[config.mk]
export PLATFORM = sky130hd
export DESIGN_NAME = bist_sig_check
export DESIGN_NICKNAME = d
export VERILOG_FILES = /design/src/rtl/bist_sig_check.sv
export SDC_FILE = /design/constraint.sdc
export NUM_CORES = 1
export LEC_CHECK = 0
export CAP_MARGIN = 25
export CORE_ASPECT_RATIO = 1.1
export CORE_MARGIN = 2
export CORE_UTILIZATION = 45
export CTS_BUF_LIST = sky130_fd_sc_hd__clkbuf_8
export DETAILED_ROUTE_END_ITERATION = 12
export PLACE_DENSITY = 0.73
export SYNTH_ARGS = -nofsm -noshare
export SYNTH_HDL_FRONTEND = slang
export SYNTH_SLANG_ARGS = --single-unit
[constraint.sdc]
create_clock -name clk -period 2.6 [get_ports clk]
set_input_delay 0.39 -clock clk [delete_from_list [all_inputs] [get_ports clk]]
set_output_delay 0.39 -clock clk [all_outputs]
set_load 0.01 [all_outputs]
[src/rtl/bist_sig_check.sv]
// ---------------------------------------------------------------------------
// bist_sig_check
//
// Session controller and signature checker placed directly after a 4-bit
// serial-input signature register (SISR, x^4+x+1). It frames a test session
// of a programmable number of serial bits. When the last bit has been
// absorbed it samples the SISR signature and compares it with an expected
// value. It also keeps saturating counts of sessions and of failed sessions.
//
// Parameters:
//   LW        width of len and of the internal bit counter
//   CW        width of sess_cnt / fail_cnt
//
// Ports:
//   clk        in   single clock, rising edge
//   rst_b      in   asynchronous active-low reset (shared with the SISR)
//   start      in   session request, accepted only in IDLE
//   len        in   session length in bits, sampled with start (0 = 2^LW)
//   exp        in   expected signature, sampled with start
//   sig        in   SISR parallel output q[3:0]
//   clr_cnt    in   synchronous clear of sess_cnt / fail_cnt
//   busy       out  session in progress
//   done       out  one-cycle pulse when the signature is sampled
//   pass       out  result of the last session, held until the next done
//   sig_cap    out  signature captured at the last session end, held
//   sess_cnt   out  completed sessions, saturating
//   fail_cnt   out  failed sessions, saturating
//   dbg_state  out  FSM state (0 = IDLE, 1 = RUN) for observation
//
// Handshake: start is a level sampled on a rising edge. It is taken only
// when the FSM is IDLE, which includes the cycle in which done is high.
// A start seen while RUN is dropped rather than queued.
// ---------------------------------------------------------------------------
module bist_sig_check #(
  parameter int LW = 8,
  parameter int CW = 8
) (
  input  logic          clk,
  input  logic          rst_b,
  input  logic          start,
  input  logic [LW-1:0] len,
  input  logic [3:0]    exp,
  input  logic [3:0]    sig,
  input  logic          clr_cnt,
  output logic          busy,
  output logic          done,
  output logic          pass,
  output logic [3:0]    sig_cap,
  output logic [CW-1:0] sess_cnt,
  output logic [CW-1:0] fail_cnt,
  output logic          dbg_state
);

  typedef enum logic {
    IDLE = 1'b0,
    RUN  = 1'b1
  } state_e;

  localparam logic [LW-1:0] CNT_ONE = LW'(1);
  localparam logic [CW-1:0] SAT_ONE = CW'(1);
  localparam logic [CW-1:0] SAT_MAX = '1;

  state_e        state_q, state_d;
  logic [LW-1:0] cnt_q, cnt_d;
  logic [3:0]    exp_q, exp_d;
  logic [3:0]    sig_cap_q, sig_cap_d;
  logic          pass_q, pass_d;
  logic          done_q, done_d;
  logic [CW-1:0] sess_q, sess_d;
  logic [CW-1:0] fail_q, fail_d;
  logic          sess_end;
  logic          sig_match;

  // The counter holds N after the accepting edge E0 and reaches 1 just
  // before edge E(N). A len of 0 wraps through 2^LW-1 down to 1, which
  // gives the full 2^LW session with no special case.
  assign sess_end  = (state_q == RUN) && (cnt_q == CNT_ONE);
  assign sig_match = (sig == exp_q);

  always_comb begin
    state_d   = state_q;
    cnt_d     = cnt_q;
    exp_d     = exp_q;
    sig_cap_d = sig_cap_q;
    pass_d    = pass_q;
    done_d    = 1'b0;
    sess_d    = sess_q;
    fail_d    = fail_q;

    case (state_q)
      IDLE: begin
        if (start) begin
          cnt_d   = len;
          exp_d   = exp;
          state_d = RUN;
        end
      end
      RUN: begin
        cnt_d = cnt_q - CNT_ONE;
        if (sess_end) begin
          state_d   = IDLE;
          sig_cap_d = sig;
          pass_d    = sig_match;
          done_d    = 1'b1;
          if (sess_q != SAT_MAX) begin
            sess_d = sess_q + SAT_ONE;
          end
          if (!sig_match && (fail_q != SAT_MAX)) begin
            fail_d = fail_q + SAT_ONE;
          end
        end
      end
      default: state_d = IDLE;
    endcase

    // A clear overrides any increment made at the same edge.
    if (clr_cnt) begin
      sess_d = '0;
      fail_d = '0;
    end
  end

  always_ff @(posedge clk or negedge rst_b) begin
    if (!rst_b) begin
      state_q   <= IDLE;
      cnt_q     <= '0;
      exp_q     <= '0;
      sig_cap_q <= '0;
      pass_q    <= 1'b0;
      done_q    <= 1'b0;
      sess_q    <= '0;
      fail_q    <= '0;
    end else begin
      state_q   <= state_d;
      cnt_q     <= cnt_d;
      exp_q     <= exp_d;
      sig_cap_q <= sig_cap_d;
      pass_q    <= pass_d;
      done_q    <= done_d;
      sess_q    <= sess_d;
      fail_q    <= fail_d;
    end
  end

  assign busy      = (state_q == RUN);
  assign done      = done_q;
  assign pass      = pass_q;
  assign sig_cap   = sig_cap_q;
  assign sess_cnt  = sess_q;
  assign fail_cnt  = fail_q;
  assign dbg_state = state_q;

endmodule
==> Word-level counts from Yosys, hierarchy flattened <==
Index checks and enable logic that the tools add are counted.
{ "word_totals": {"out_inout_bits": 24, "regBits": 35, "elab_cells": 43} }
{ "op_classes": {"muxes": 15, "bitwise": 1, "eq_ne": 5, "n_reduce_logical": 11, "addsub": 3} }
{ "op_table": {"columns": ["operator", "n"], "rows": [
  ["$mux 8", 9],
  ["$add 8x1->8 const B", 2],
  ["$ne 8x8->1 const B", 2],
  ["$pmux 8 s2", 1],
  ["$eq 8x1->1 const B", 1],
  ["$reduce_bool 2->1", 4],
  ["$sub 8x1->8 const B", 1],
  ["$reduce_and 3->1", 2],
  ["$eq 4x4->1", 1],
  ["$mux 1", 4],
  ["$reduce_and 2->1", 2],
  ["$logic_and 1x1->1", 2],
  ["$ne 2x2->1 const B", 1],
  ["$pmux 1 s2", 1],
  ["$logic_not 1->1", 1],
  ["$not 1->1", 1]
]} }

==> Logic depth before layout (Yosys ltp) <==
{ "depth": {"word_depth": 7, "mapped_depth": 7} }

==> Worst setup path after synthesis <==
No wires, ideal clock.
{ "synth_timing": {"path_type": "reg2reg", "start": "register cnt_q[1]", "end": "register fail_q[7] (netlist: fail_cnt[7])", "setup_time_ns": 0.125, "n_path_buf": 1, "slack_ns": 0.781, "required_ns": 2.475, "path_stages_with_launch": 8, "arrival_time_ns": 1.695, "cell_sequence": "dfrtp_1 inv_1 ha_1 and4bb_2 o211ai_2 buf_2 nor4_1 mux2_2"} }
{ "synth_between": {"elab_chain_cells": 4} }
{ "synth_rtl": {"columns": ["element", "line", "source"], "rows": [
  ["start: declaration", "64", "logic [LW-1:0] cnt_q, cnt_d;"],
  ["start signal: assignment", "135", "cnt_q <= cnt_d;"],
  ["$eq 8x1->1", "77", "assign sess_end = (state_q == RUN) && (cnt_q == CNT_ONE);"],
  ["$logic_and 1x1->1", "77", null],
  ["$reduce_bool 2->1 (no line)", null, null],
  ["$reduce_and 3->1 (no line)", null, null],
  ["end signal: assignment", "141", "fail_q <= fail_d;"],
  ["end: declaration", "70", "logic [CW-1:0] fail_q, fail_d;"]
]} }
Every way passes these cells.
A chain may end at the register's enable or synchronous reset.

==> Worst setup path in the final report <==
{ "layout_timing": {"start": "register cnt_q[2]", "end": "register sess_q[6] (netlist: sess_cnt[6])"} }
{ "layout_between": {"elab_chain_cells": 4} }
{ "layout_rtl": {"columns": ["element", "line", "source"], "rows": [
  ["$eq 8x1->1", "77", null],
  ["$logic_and 1x1->1", "77", null],
  ["$reduce_bool 2->1 (no line)", null, null],
  ["$reduce_and 3->1 (no line)", null, null],
  ["end signal: assignment", "140", "sess_q <= sess_d;"],
  ["end: declaration", "69", "logic [CW-1:0] sess_q, sess_d;"]
]} }
Every way passes these cells.

==> metrics <==
placed insts about 270; Root Buffer clkbuf_8; Residual DRC 0; synth cell count leaders dfrtp_1 (35), a21oi_1 (18), mux2_2 (11); Total GRT Usage 0.189; Top Ports 44; Seq cells post-synth 35; fin. max-slew vios 0; status finished, final reports clean; area leader, netlist dfrtp_1; DR vias/cell 5.53; endpoints failing setup 0; Worst Tran Pin Value 900 ps; RePlAce Congestion just over 0.8; top cell type's share of synthesized area 0.470; Die Wd ~65 um; DRT iter0 DRCs 122; CTS sink cnt 35; worst vdd rail ir drop ~0.42 mV; Max transition margin 0.397; Lkg Pwr just under 1 nW; CTS Hold Bufs 0; vias in the first global route 1500; RSZ-0062 raised after global routing false; crit path max fanout 13; gr ovfl total 0; setup TNS 0 ps; Final Worst Setup Slack 514 ps; DRT Wirelength 4090 um; IO buf count 43; cell family with most CP delay simple AND/OR/NAND/NOR gates; CTS tree built; core area 0.00396 mm2; Yosys cell types 40; clock tree buffer depth 2; endpoints failing hold 0; Die Area 0.00467 mm2; dpl hpwl between 3000 and 4000 um; dpl cell area between 0.002 and 0.0025 mm2; CP max stage delay roughly 530 ps; Nets 247; # H-tree levels 2; largest net degree at the start of global routing 36; Area Growth Syn to Fin 30.6%; Clock transition at path regs 70 ps; # rows 24; worst hold path class in2async; cells along the critical path nor4_4 -> o211ai_1 -> or4_1 -> a21oi_1; clock latency on the worst-skew pair 290 ps; ys async rst share 1.00; Critical Path AT 2290 ps; count leader, synth dfrtp_1; r2r setup slk 510 ps; Via Count about 1500; f_max 479 MHz; element type at the critical path end register; Initial Util 0.470; Non-Filler Instances 276; share of cells above drive strength 1 0.125; critical path buffer and inverter count 0; Die Y-Extent 71.5 um; Syn Nets 201; initial antenna violation count 0; Final min period 2090 ps; synthesized cell area ~0.0019 mm2; Post-synth EDFFs 0; main flop type after synthesis dfrtp_1; Ys Warns 0; Setup crit start kind register; pwr/cell area 706 mW/mm2; slowest CP cell or4_1; Num CTS Buffers 5; sequential-to-total area share from yosys stat 0.470; # Max-Cap Violations 0; Avg WL per Cell 14.8 um; pre-CTS setup slack 427 ps; Ant. Diodes 0; Post-CTS Repair Setup Buffers 0; final worst path period share 0.802; critical path class reg2reg; fill count roughly 350; Synth area leaders dfrtp_1 (47%), mux2_2 (6.7%), a21oi_1 (4.8%), xor2_1 (3.3%), ha_1 (2.7%); drt pass-1 iters 4; Design Area, Final 0.00243 mm2; Post-Synthesis Cells 177; first-pass GRT wire length 6800 um; Mean Syn Cell Area 10.5 um2; Clock Skew 6.93 ps; CTS resizes 0; required time worst endpoint 2800 ps; Routed Antenna Nets 0; Final Power 1.72 mW
==> worst reg2reg max path: cells and delay by family (launching register included) <==
family          cells  cell delay [ps]
simple gates        2              940
compound gates      2              610
flops               1              460
==> registers in the layout, indices dropped and copies added (netlist names) <==
name / cells
busy: 1
cnt_q: 8
done: 1
exp_q: 4
fail_cnt: 8
pass: 1
sess_cnt: 8
sig_cap: 4
==> path summary, 6_finish.rpt <==
path / start / to / cells past startpoint
worst max-delay path: cnt_q[2]$_DFFE_PN0P_ / sess_cnt[6]$_DFFE_PN0P_ / 4
worst min-delay path: rst_b / sess_cnt[3]$_DFFE_PN0P_ / 2
worst max register to register: cnt_q[2]$_DFFE_PN0P_ / sess_cnt[6]$_DFFE_PN0P_ / 4
worst min register to register: sig_cap[0]$_DFFE_PN0P_ / sig_cap[0]$_DFFE_PN0P_ / 1
max in group asynchronous: rst_b / exp_q[1]$_DFFE_PN0P_ / 2
min in group clk: sig_cap[0]$_DFFE_PN0P_ / sig_cap[0]$_DFFE_PN0P_ / 1
==> per-layer routing <==
metal  up-vias  part of all wire  wire [um]  global-route usage
met5         -                 0          0                   0
met4         0             0.015         63              0.0694
met3         5             0.039        159              0.0471
met2        38              0.53       2180               0.354
met1       738              0.41       1680               0.203
li1        746                 -          -                   -
==> cells in the final DEF (no fill, tap or decap), types with 5 or more instances in the layout <==
cell type	instances
clkdlybuf4s50_1	43
mux2_2	11
nand3_1	8
dfrtp_1	35
clkbuf_8	5
nor2b_1	8
or4_1	5
a21oi_1	18
a211oi_1	5
nor2_1	10
xor2_1	7
o21ai_0	6
o31ai_1	5
nand2_1	7
inv_1	7
==> cell families (layout without fill, tap and decap cells) <==
group | after synthesis | count (layout) | share of synthesized area
muxes | 13 | 13 | 0.0773
xor gates and xnor gates | 11 | 11 | 0.0517
adders and majority gates | 4 | 4 | 0.0269
AOI/OAI and AO/OA | 40 | 40 | 0.135
DFF | 35 | 35 | 0.470
and+or+nand+nor | 61 | 61 | 0.208
buffers and inverters | 13 | 60 | 0.0302
==> layout make-up <==
| class | count | area, um2 | area share |
|---|---|---|---|
| clock buffers | 5 | 68.8 | 0.0283 |
| clock inverters | 3 | 12.5 | 0.00515 |
| inverters | 5 | 18.8 | 0.00772 |
| multi-input cells | 129 | 930 | 0.382 |
| flip-flops and latches | 35 | 876 | 0.360 |
| well taps | 52 | 65.1 | 0.0268 |
| repair buffers | 47 | 460 | 0.189 |
==> report_power, final <==
part           leakage, nW  total, mW  switching [mW]  internal [mW]
clock network       0.0505      0.377           0.197          0.180
registers            0.457      0.830           0.152          0.678
logic                0.482      0.510           0.219          0.290
==> metrics by stage <==
step / util / hold WS, ps
after floorplan: - / 94.4
after global placement: 0.593 / 493
after detailed placement: 0.593 / 504
after CTS: 0.613 / 520
after global routing: 0.613 / 532
final: 0.613 / 512
Note: power is estimated with default switching activity, not from simulation.
